### src/rtl/mem_arbiter.sv
// mem_arbiter
// Round-robin arbiter and sequencer that lets two hardware threads share one
// single-ported data memory. One request is granted at a time. The memory port
// is strobed for one cycle, the block waits out the read latency, and it then
// returns a one-cycle acknowledge with the captured load data to the winner.
//
// Ports
//   clk, reset            clock; asynchronous active-high reset
//   halt                  blocks new grants; an in-flight transaction completes
//   req0/1, we0/1         per-thread request and store flag (1 = store)
//   addr0/1, wdata0/1     per-thread word address and store data
//   ack0/1                one-cycle completion pulse to the granted thread
//   rdata0/1              per-thread load result, held until that thread's next load
//   mem_en, mem_we        memory strobe and write enable (ISSUE cycle only)
//   mem_addr, mem_wdata   memory address / write data (hold last value)
//   mem_rdata             memory read data
//   busy                  high whenever the FSM is not in IDLE
//   owner                 id of the granted thread, held through the transaction
module mem_arbiter #(
  parameter int LATENCY = 1,
  parameter int DATA_W  = 16
) (
  input  logic              clk,
  input  logic              reset,
  input  logic              halt,
  input  logic              req0,
  input  logic              req1,
  input  logic              we0,
  input  logic              we1,
  input  logic [DATA_W-1:0] addr0,
  input  logic [DATA_W-1:0] addr1,
  input  logic [DATA_W-1:0] wdata0,
  input  logic [DATA_W-1:0] wdata1,
  output logic              ack0,
  output logic              ack1,
  output logic [DATA_W-1:0] rdata0,
  output logic [DATA_W-1:0] rdata1,
  output logic              mem_en,
  output logic              mem_we,
  output logic [DATA_W-1:0] mem_addr,
  output logic [DATA_W-1:0] mem_wdata,
  input  logic [DATA_W-1:0] mem_rdata,
  output logic              busy,
  output logic              owner
);

  localparam logic [2:0] LAT_C = 3'(LATENCY);

  typedef enum logic [1:0] {IDLE, ISSUE, WAIT, RESP} state_t;

  state_t     state;
  logic       prio;
  logic [2:0] count;
  logic       we_lat;

  logic       gnt_any;
  logic       gnt_id;

  // Winner selection: the priority pointer only matters when both request.
  always_comb begin
    gnt_any = req0 | req1;
    gnt_id  = (req0 && req1) ? prio : req1;
  end

  always_ff @(posedge clk or posedge reset) begin
    if (reset) begin
      state     <= IDLE;
      prio      <= 1'b0;
      count     <= 3'd0;
      we_lat    <= 1'b0;
      ack0      <= 1'b0;
      ack1      <= 1'b0;
      rdata0    <= '0;
      rdata1    <= '0;
      mem_en    <= 1'b0;
      mem_we    <= 1'b0;
      mem_addr  <= '0;
      mem_wdata <= '0;
      busy      <= 1'b0;
      owner     <= 1'b0;
    end else begin
      case (state)
        // IDLE -> ISSUE: latch the winner's operands straight into the memory
        // port registers so the strobe appears in the very next cycle.
        IDLE: begin
          if (gnt_any && !halt) begin
            state     <= ISSUE;
            owner     <= gnt_id;
            prio      <= ~gnt_id;
            busy      <= 1'b1;
            mem_en    <= 1'b1;
            mem_we    <= gnt_id ? we1 : we0;
            we_lat    <= gnt_id ? we1 : we0;
            mem_addr  <= gnt_id ? addr1 : addr0;
            mem_wdata <= gnt_id ? wdata1 : wdata0;
          end
        end
        // ISSUE -> WAIT: strobe lasts exactly one cycle; address/data hold.
        ISSUE: begin
          mem_en <= 1'b0;
          mem_we <= 1'b0;
          count  <= LAT_C;
          state  <= WAIT;
        end
        // WAIT -> RESP: count==1 marks the cycle in which mem_rdata is valid.
        WAIT: begin
          if (count == 3'd1) begin
            if (!we_lat) begin
              if (owner) rdata1 <= mem_rdata;
              else       rdata0 <= mem_rdata;
            end
            ack0  <= ~owner;
            ack1  <= owner;
            count <= 3'd0;
            state <= RESP;
          end else begin
            count <= count - 3'd1;
          end
        end
        // RESP -> IDLE: acknowledge is a single-cycle pulse.
        RESP: begin
          ack0  <= 1'b0;
          ack1  <= 1'b0;
          busy  <= 1'b0;
          state <= IDLE;
        end
        default: state <= IDLE;
      endcase
    end
  end

endmodule

### config.mk
export PLATFORM = sky130hd
export DESIGN_NAME = mem_arbiter
export DESIGN_NICKNAME = d
export VERILOG_FILES = /design/src/rtl/mem_arbiter.sv
export SDC_FILE = /design/constraint.sdc
export NUM_CORES = 1
export LEC_CHECK = 0
export ABC_AREA = 1
export CORE_AREA = 2 2 88 174
export CTS_BUF_LIST = sky130_fd_sc_hd__clkbuf_8
export DETAILED_ROUTE_END_ITERATION = 8
export DIE_AREA = 0 0 90 176
export SYNTH_ARGS = -nofsm -noshare
export SYNTH_HDL_FRONTEND = slang
export SYNTH_SLANG_ARGS = --single-unit
export TNS_END_PERCENT = 20
### constraint.sdc
create_clock -name clk -period 3 [get_ports clk]
set_input_delay 0.9 -clock clk [delete_from_list [all_inputs] [get_ports clk]]
set_output_delay 0.9 -clock clk [all_outputs]
set_load 0.02 [all_outputs]
# ---- Word-level counts from Yosys, hierarchy flattened
# Cells that the tools add are included.
dict set report classes {
  muxes 18
  eq_ne 6
  reduce_logical 15
  addsub 1
  n_bitwise 4
}
# operator count
set ops {}
lappend ops {{16-bit 2-to-1 mux} 2}
lappend ops {{1-bit one-hot mux with 2 select lines} 5}
lappend ops {{2-bit AND reduction} 5}
lappend ops {{2-bit one-hot mux with 4 select lines} 1}
lappend ops {{4-bit AND reduction} 2}
lappend ops {{2-bit nonzero test} 4}
lappend ops {{1-bit 2-to-1 mux} 6}
lappend ops {{3-bit one-hot mux with 2 select lines} 1}
lappend ops {{2-bit == test (second input constant)} 2}
lappend ops {{2-bit 2-to-1 mux} 2}
lappend ops {{2-bit != test (second input constant)} 2}
lappend ops {{3-bit by 1-bit == test with 1-bit output (second input constant)} 1}
lappend ops {{3-bit 2-to-1 mux} 1}
lappend ops {{1-bit inverter} 3}
lappend ops {{3-bit by 1-bit subtractor with 3-bit output (second input constant)} 1}
lappend ops {{2-bit by 1-bit == test with 1-bit output (second input constant)} 1}
lappend ops {{1-bit logical AND} 2}
lappend ops {{2-bit zero test} 1}
lappend ops {{1-bit zero test} 1}
lappend ops {{1-bit bitwise OR} 1}
dict set report totals {
  elab_cells 58
  ff_bits 77
}

# ---- Depth between registers and ports, before layout
# Gate-level depths: netlist of run 1.
dict set report depth {
  word_depth 5
  depth_mapped 8
}

# ---- Worst setup path before layout of run 1
# No wires, ideal clock.
dict set report synth_timing {
  kind {input -> register}
  from {in req1}
  to {reg mem_addr[15]}
  path_slack_ns 1.304
  setup_ns 0.116
  stages 7
  arrival_time_ns 1.579
  path_buffers 3
  path_cell_list {buf_6 > o21bai_4 > nor2_4 > buf_6 > buf_6 > nand2_1 > nand2_1}
}
dict set report synth_via {
  elab_chain_len 3
  elab_cells_between_ends 6
  classes_between {mux: 2; bitwise: 1; reduce/logical: 3}
}
# element line
set synth_lines {}
lappend synth_lines {{from (decl)} 27} ;# input logic req1,
lappend synth_lines {{1-bit logical AND or 1-bit bitwise OR (tied branches)} {62, 61}}
lappend synth_lines {{1-bit 2-to-1 mux or 1-bit logical AND (tied branches)} {62, 86}}
lappend synth_lines {{16-bit 2-to-1 mux or 2-bit AND reduction (tied branches)} n/a}
lappend synth_lines {{to (signal assigned)} 94} ;# mem_addr <= gnt_id ? addr1 : addr0;
lappend synth_lines {{to (decl)} 40} ;# output logic [DATA_W-1:0] mem_addr,
# Several ways; a longest one is shown, not always the timed one.
# A chain may end at the register's enable or synchronous reset.

# ---- Final worst setup path of run 1
dict set report layout_timing {
  from {reg owner}
  to {out owner}
}
# element line
set layout_rtl {}
lappend layout_rtl {{from (decl)} 44} ;# output logic owner
lappend layout_rtl {{from (signal assigned)} 88} ;# owner <= gnt_id;
# No word-level cell between the ends.

==> impl_summary.md, run 1 <==
Routing
In the final routed layout, each cell accounts on average for ~13 um. The number of design-rule violations left by the first detailed-router iteration is 126. The post-detailed-route DRC marker count is 0. Dividing the detail-routed via count by the number of cells gives approximately 4.2. Across all layers, the routed design uses 3,345 vias. The number of detailed-routing iterations run before antenna repair is 4.

For this block, the routed nets add up to 10.6 mm of wire. In this run the remaining antenna-violating nets after routing total 0.

Clock tree
The post-CTS setup repair buffer count is 0. The cell sitting at the root of the clock tree is a clkbuf_8. Once the clock tree was built, the resizer swapped 0 gates to a different size. The clock reaches the later pin of the worst-skew pair after 0.35 ns.

The CTS clock-pin slew for the worst setup and hold paths is 0.08 ns. The H-tree depth reported by CTS is 3. TritonCTS built the clock tree. The TritonCTS buffer count is 9. No sink is reached through more buffers than the 2 on the longest clock path.

The number of hold buffers added after CTS was 0. CTS saw 77 sinks.

Global route
The number of antenna violations at the first check in global routing was 0. The maximum number of pins on one net before global-route repair is 46. For this run the aggregate overflow at the end of global routing stands at 0. The first global-routing pass estimated approximately 18 mm of wire. The via count of the first global-routing pass came to approximately 3,400. Across every metal layer, demand over resource in global routing totals approximately 14%.

Placement
The HPWL after detailed placement is 8.00 mm. The number of instances in the placed design is 773. At the placement stage, the worst setup path has a slack of 0.440 ns. Buffers placed on the I/O ports in this run total about 160.

Routability-driven placement finished with a final weighted congestion of between 0.7 and 0.8. The standard cell area after detailed placement is 0.00540 sq mm.

Die
The die is 176 um tall. The number of standard-cell rows in the floorplan is slightly above 60. The die covers approximately 0.016 sq mm. The die width is 90 um.

During I/O placement, the number of pins put on the boundary was 157. The starting utilization of the core area is 25.7%. The core region area is between 0.01 and 0.015 sq mm.

Layout
In the final layout, the share of cells above drive strength 1 is approximately a tenth. Leaving out fill and tap cells, the most frequent cell in the layout is nand2_1. 0 antenna diodes ended up in the layout. After routing the design area is 0.00561 sq mm.

The area added between synthesis and finish is 51.1%. In the layout the commonest cells are nand2_1 (212), clkdlybuf4s50_1 (156), dfrtp_1 (77), nand3_1 (36), inv_1 (26). After the last flow step, the layout net total stands at 685.

The post-layout instance count excluding filler cells is between 700 and 800.

Synth
The top-area cell type share of the netlist area is just over 50%. Ranked by total cell area, the synthesized netlist is headed by dfrtp_1 (52%), nand2_1 (21%), o21ai_2 (5.4%). The net count after synthesis is 533.

The mean instance size in the synthesized netlist is ~8.4 sq um. The mapped cell area is 0.00371 sq mm. The register bit count reported by yosys is 77.

For this run, the number of Yosys warnings is 0. The sequential area share after synthesis is roughly half. After synthesis, the netlist uses 22 different library cells.

The biggest area contributor in the post-synthesis netlist is dfrtp_1. After technology mapping, the gate count stands at 440.

Power
The static leakage is 2.71 nW. IR analysis of the VDD net gives a maximum drop of 0.395 mV. Dividing total power by cell area gives a power density of 981 mW/mm^2.

Setup path
STA classifies the critical path endpoint as an output port. The critical path goes through clkdlybuf4s50_1. The setup path with the least slack is of type flip-flop to output port.

The maximum single-stage delay on the critical path is 0.67 ns. In this run the worst path has a maximum fanout of 5. The slowest stage of the critical path belongs to the cell clkdlybuf4s50_1. The sort of element at the start of the critical path is a flip-flop.

The combined buffer and inverter count along the critical path is 1. For the worst setup path, the data required time is 2.10 ns. Broken down by cell family, the worst path's largest delay share belongs to buffers and inverters. The signal arrival time at the worst endpoint is about 1.5 ns.

Timing
The minimum clock period after layout is about 2.4 ns. In this run the tightest slew margin relative to its limit is 52.1%. Derived from the worst setup path, the maximum achievable clock frequency is 421 MHz. After layout, the worst path uses 79.2% of the clock period. The maximum clock skew at final layout is about 0.013 ns.

The final hold violation count came to 0. Across all setup checks in the final design, the least slack found is 0.625 ns. Setup total negative slack on the finished layout was measured at 0 ns. The transition time at the pin with the least slew margin is 0.718 ns.

The final-report setup violation count is 0. The number of pins exceeding their max-slew limit in the final report is 0. Setup repair after global routing left no endpoint under its margin.

Hold path
The class of the worst hold path is flip-flop to flip-flop.

Outcome
The run finished with clean final reports.

Run
The tool flagged a number of max-cap violations equal to 0.
==> cell type report <==
cell class,count,area [sq um]
flip-flops and latches,77,1930
clock inverters,6,70.1
clock buffers,10,138
repair buffers,164,1650
fillers,1524,8820
inverters,30,114
multi-input cells,310,1470
well taps,192,240
==> sequential cells by signal, summed over array words and instances, names as in the netlist <==
register,count
owner,1
mem_addr,16
count,3
mem_wdata,16
state,2
rdata1,16
ack0,1
ack1,1
rdata0,16
busy,1
we_lat,1
mem_en,1
mem_we,1
prio,1
==> stage by stage <==
step                util, %  total power, mW  hold slack (ns)
finish                 38.9             5.50            0.479
global route           38.9             5.93            0.502
CTS                    38.9             5.61            0.486
detailed placement     37.4             4.74            0.464
global placement       37.4             4.68            0.463
floorplan                 -             3.48            0.490
==> synth_stat cells <==
library cell  count
o21ai_2          23
nand3_1          36
o21a_1            2
nand2_2           1
inv_1            27
nand2_1         212
inv_2             3
o21ai_0           6
o21bai_4          1
o22ai_1           1
a21oi_1           3
xor2_1            1
ha_1              6
nand2_4           2
nor2_4            2
buf_6            12
o21ai_1           9
buf_2             8
nor2_1            3
nand3_2           2
buf_4             3
dfrtp_1          77
==> logic make-up after synthesis <==
| kind of cell | after synthesis | synth area share [%] |
|---|---|---|
| and+or+nand+nor | 258 | 28.5 |
| DFF | 77 | 51.9 |
| buffers and inverters | 53 | 8.36 |
| AOI/OAI and AO/OA | 45 | 8.93 |
| adders and majority gates | 6 | 2.02 |
| xor gates and xnor gates | 1 | 0.236 |
==> report_power, final <==
group          internal (mW)  total [mW]  switching (mW)
clock network          0.413       0.822           0.409
logic                   1.29        2.86            1.57
registers               1.53        1.82           0.286
total                   3.24        5.50            2.26
==> layer usage <==
metal | up-vias | track usage [%] | part of all wire [%] | wire [um]
met5 | - | 0 | 0 | 0
met4 | 0 | 4.62 | 1.2 | 127
met3 | 8 | 4.10 | 6.6 | 694
met2 | 117 | 26.8 | 56 | 5920
met1 | 1546 | 13.8 | 36 | 3850
li1 | 1674 | - | - | -
==> final timing paths <==
check                              startpoint       endpoint  slack [ns]  cells past startpoint
worst min register to register  mem_wdata[10]  mem_wdata[10]        0.48                      2
min in group asynchronous               reset     rdata1[10]        0.90                      3
worst max-delay path                    owner          owner        0.62                      1
worst min-delay path            mem_wdata[10]  mem_wdata[10]        0.48                      2
worst max register to register       state[0]     rdata1[14]        0.97                      7
max in group asynchronous               reset   mem_wdata[5]        1.70                      3
(Power assumes the default switching activity.)
==> run 2, diff against run 1 <==
==> constraint.sdc (replaced) <==
create_clock -name clk -period 2.3 [get_ports clk]
set_input_delay 0.69 -clock clk [delete_from_list [all_inputs] [get_ports clk]]
set_output_delay 0.69 -clock clk [all_outputs]
set_load 0.02 [all_outputs]
==> run 2 against run 1 <==
  * Routed wire length rose by 0.54%
  * Final cell count did not move
  * Register-to-register slack got worse by 0.29 ns
  * Largest cell class unchanged
  * Combinational power rose by 30%
==> impl_summary.md, run 2 (synthesis results as in run 1) <==
Outcome
Result of the run: completed (unchanged).

Setup path
List of cells traversed by the critical path: clkdlybuf4s50_1 (unchanged). The signal arrival time at the worst endpoint is 1.44 ns (was 1.48 ns). The combined buffer and inverter count along the critical path was 1 (unchanged). The endpoint class of the critical path was an output port (unchanged).

The worst path required time is 1.61 ns (was 2.10 ns). The critical path's top delay family is buffers and inverters (unchanged). The path type of the worst setup path is flip-flop to output port (unchanged).

The maximum single-stage delay on the critical path is 0.64 ns (was 0.67 ns). The sort of element at the start of the critical path is a flip-flop (unchanged). The largest fanout of any net on the critical path is 5 (unchanged). The cell with the largest stage delay on the worst path is clkdlybuf4s50_1 (unchanged).

Die
The die width is 90 um (unchanged). The die area came to 0.0158 sq mm (unchanged). The number of top-level pins is 157 (unchanged). The core region area is 0.0144 sq mm (unchanged). The number of standard-cell rows in the floorplan came to 62 (unchanged). The height of the die is 176 um (unchanged).

The starting utilization of the core area came to 25.7% (unchanged).

Clock tree
The CTS clock-pin slew for the worst setup and hold paths is 0.09 ns (was 0.08 ns). The TritonCTS sink count was 77 (unchanged). The post-CTS resize count is 0 (unchanged). The insertion delay of the later-clocked pin in the worst-skew pair is 0.35 ns (about the same). The CTS tree is done (unchanged).

The post-CTS setup repair buffer count is 0 (unchanged). The clock tree buffer depth is 2 (unchanged). The TritonCTS buffer count is 9 (unchanged).

The count of hold buffers inserted by post-cts repair came to 0 (unchanged). The clock tree root driver cell is clkbuf_8 (unchanged). The H-tree depth reported by CTS is 3 (unchanged).

Layout
The number of inserted filler cells in the final layout came to 1,504 (was 1,524). The commonest non-fill, non-tap cell in the layout is nand2_1 (unchanged). The net total in the final layout was 685 (unchanged). The post-layout instance count excluding filler cells is 789 (unchanged).

Top library cells by usage in the layout, fill and taps aside: nand2_1 (212), clkdlybuf4s50_1 (156), dfrtp_1 (77), nand3_1 (36), inv_1 (26) (unchanged). The share of final-layout standard cells stronger than drive strength 1 is 9.88% (unchanged). The number of antenna diodes is 0 (unchanged).

The area added between synthesis and finish is 51.2% (was 51.1%).

Timing
The final hold violation count is 0 (unchanged). The maximum clock skew at final layout is 0.0137 ns (was 0.0135 ns). Subtracting the final worst setup slack from the clock period gives 2.13 ns.

The final hold slack is 0.482 ns (was 0.479 ns). The final critical-path share of the clock period is 92.5%. The number of pins exceeding their max-slew limit in the final report is 0 (unchanged). The total negative slack for setup checks is 0 ns (unchanged).

The relative slew slack was 71.3% (was 52.1%). The transition time at the pin with the least slew margin is 0.430 ns (was 0.718 ns). Setup repair after global routing missed its margin: no (unchanged). The achievable clock frequency is 470 MHz. The final-report setup violation count is 0 (unchanged).

Power
The cell-internal power is 4.23 mW (was 3.24 mW). The static leakage was 2.71 nW (about the same). The proportion of total power due to net switching is 41.1% (about the same). The net switching component of the power was 2.96 mW (was 2.26 mW). The combinational fraction of design power was 51.9% (about the same).

The areal power density over the cells came to 1280 mW/mm^2 (was 981 mW/mm^2). The clock share of power came to 14.8% (was 15.0%). The peak ir drop on the vdd network is 0.553 mV (was 0.395 mV). The sequential fraction of design power came to 33.2% (was 33.1%).

Placement
The number of instances in the placed design was 773 (unchanged). The last weighted congestion value of the routability-driven placer is 0.760 (was 0.769). The HPWL after detailed placement was 7.79 mm (was 8.00 mm).

The number of buffer cells added on primary ports is 156 (unchanged).

Global route
The peak-usage layer in the global routing report is met2 (unchanged). The maximum number of pins on one net before global-route repair is 78 (was 46). The first-pass GRT wire length came to 17.5 mm (about the same). The via count of the first global-routing pass was 3,549 (was 3,437).

The met2 track demand over resource was 25.6% (was 26.8%). The total routing resource utilization after global routing is 13.6% (was 13.8%). The number of antenna violations at the first check in global routing is 0 (unchanged). The met3 track demand over resource in global routing is 3.63% (was 4.10%). The residual overflow from global routing came to 0 (unchanged).

The met1 layer usage reported by global route is 14.3% (was 13.8%).

Routing
The number of detailed-routing iterations run before antenna repair is 4 (unchanged). The routed wire length is 10.6 mm (about the same). The average routed wire per standard cell was 13.5 um (was 13.4 um). The remaining antenna violation count after routing came to 0 (unchanged). The total number of vias is 3,306 (was 3,345). The ratio of routed vias to standard cells came to 4.19 (was 4.24). The number of design-rule violations left by the first detailed-router iteration was 110 (was 126). The post-detailed-route DRC marker count was 0 (unchanged).

Run
The total of max-cap violations came to 0 (unchanged).

Hold path
The class of the worst hold path is flip-flop to flip-flop (unchanged).
[run 2: cell count changes in the layout (fill, tap and decap cells not counted)]
| cell | before | now |
|---|---|---|
| clkinv_2 | 1 | 0 |
| clkinv_4 | 0 | 2 |
| inv_6 | 2 | 1 |
[run 2: cell type report]
class | count | area [sq um] | area share, %
clock buffers | 10 | 138 | 2.45
inverters | 30 | 116 | 2.07
well taps | 192 | 240 | 4.28
clock inverters | 6 | 71.3 | 1.27
flip-flops and latches | 77 | 1930 | 34.3
repair buffers | 164 | 1650 | 29.3
multi-input cells | 310 | 1470 | 26.3
[run 2: power groups by stage]
stage,registers [mW],logic [mW],clock network [mW]
2_1_floorplan,3.07,1.47,0
3_3_place_gp,2.39,3.73,0
3_5_place_dp,2.41,3.79,0
4_1_cts,2.40,3.80,1.12
5_1_grt,2.47,4.07,1.18
6_report,2.39,3.73,1.07
[run 2: path summary, 6_finish.rpt]
check / start / endpoint / cells past startpoint / slack [ns]
worst min-delay path: rdata0[6] / rdata0[6] / 2 / 0.48
worst min register to register: rdata0[6] / rdata0[6] / 2 / 0.48
min in group asynchronous: reset / rdata0[4] / 3 / 0.80
worst max-delay path: owner / owner / 1 / 0.17
worst max register to register: state[0] / rdata0[1] / 8 / 0.68
max in group asynchronous: reset / rdata0[9] / 3 / 1.16
[run 2: layer usage]
| metal | vias to the layer above | routed length (um) |
|---|---|---|
| met2 | 115 | 5680 |
| met5 | - | 0 |
| met1 | 1509 | 4090 |
| li1 | 1670 | - |
| met4 | 0 | 191 |
| met3 | 12 | 689 |
[run 2: stage by stage]
stage / setup slack [ns] / util, % / total power [mW] / area [sq um]
2_1_floorplan: 0.742 / - / 4.53 / 3710
3_3_place_gp: 0.209 / 37.5 / 6.12 / 5400
3_5_place_dp: 0.149 / 37.5 / 6.20 / 5400
4_1_cts: 0.132 / 38.9 / 7.33 / 5610
5_1_grt: 0.0926 / 38.9 / 7.72 / 5610
6_report: 0.173 / 38.9 / 7.19 / 5610
==> run 3, diff against run 2 <==
--- a/config.mk
+++ b/config.mk
@@ -10,6 +10,7 @@
 export CTS_BUF_LIST = sky130_fd_sc_hd__clkbuf_8
 export DETAILED_ROUTE_END_ITERATION = 8
 export DIE_AREA = 0 0 90 176
+export GPL_ROUTABILITY_DRIVEN = 0
 export SYNTH_ARGS = -nofsm -noshare
 export SYNTH_HDL_FRONTEND = slang
 export SYNTH_SLANG_ARGS = --single-unit
==> results of run 3 <==
The final DEF is identical to that of run 2; final timing and power are the same.
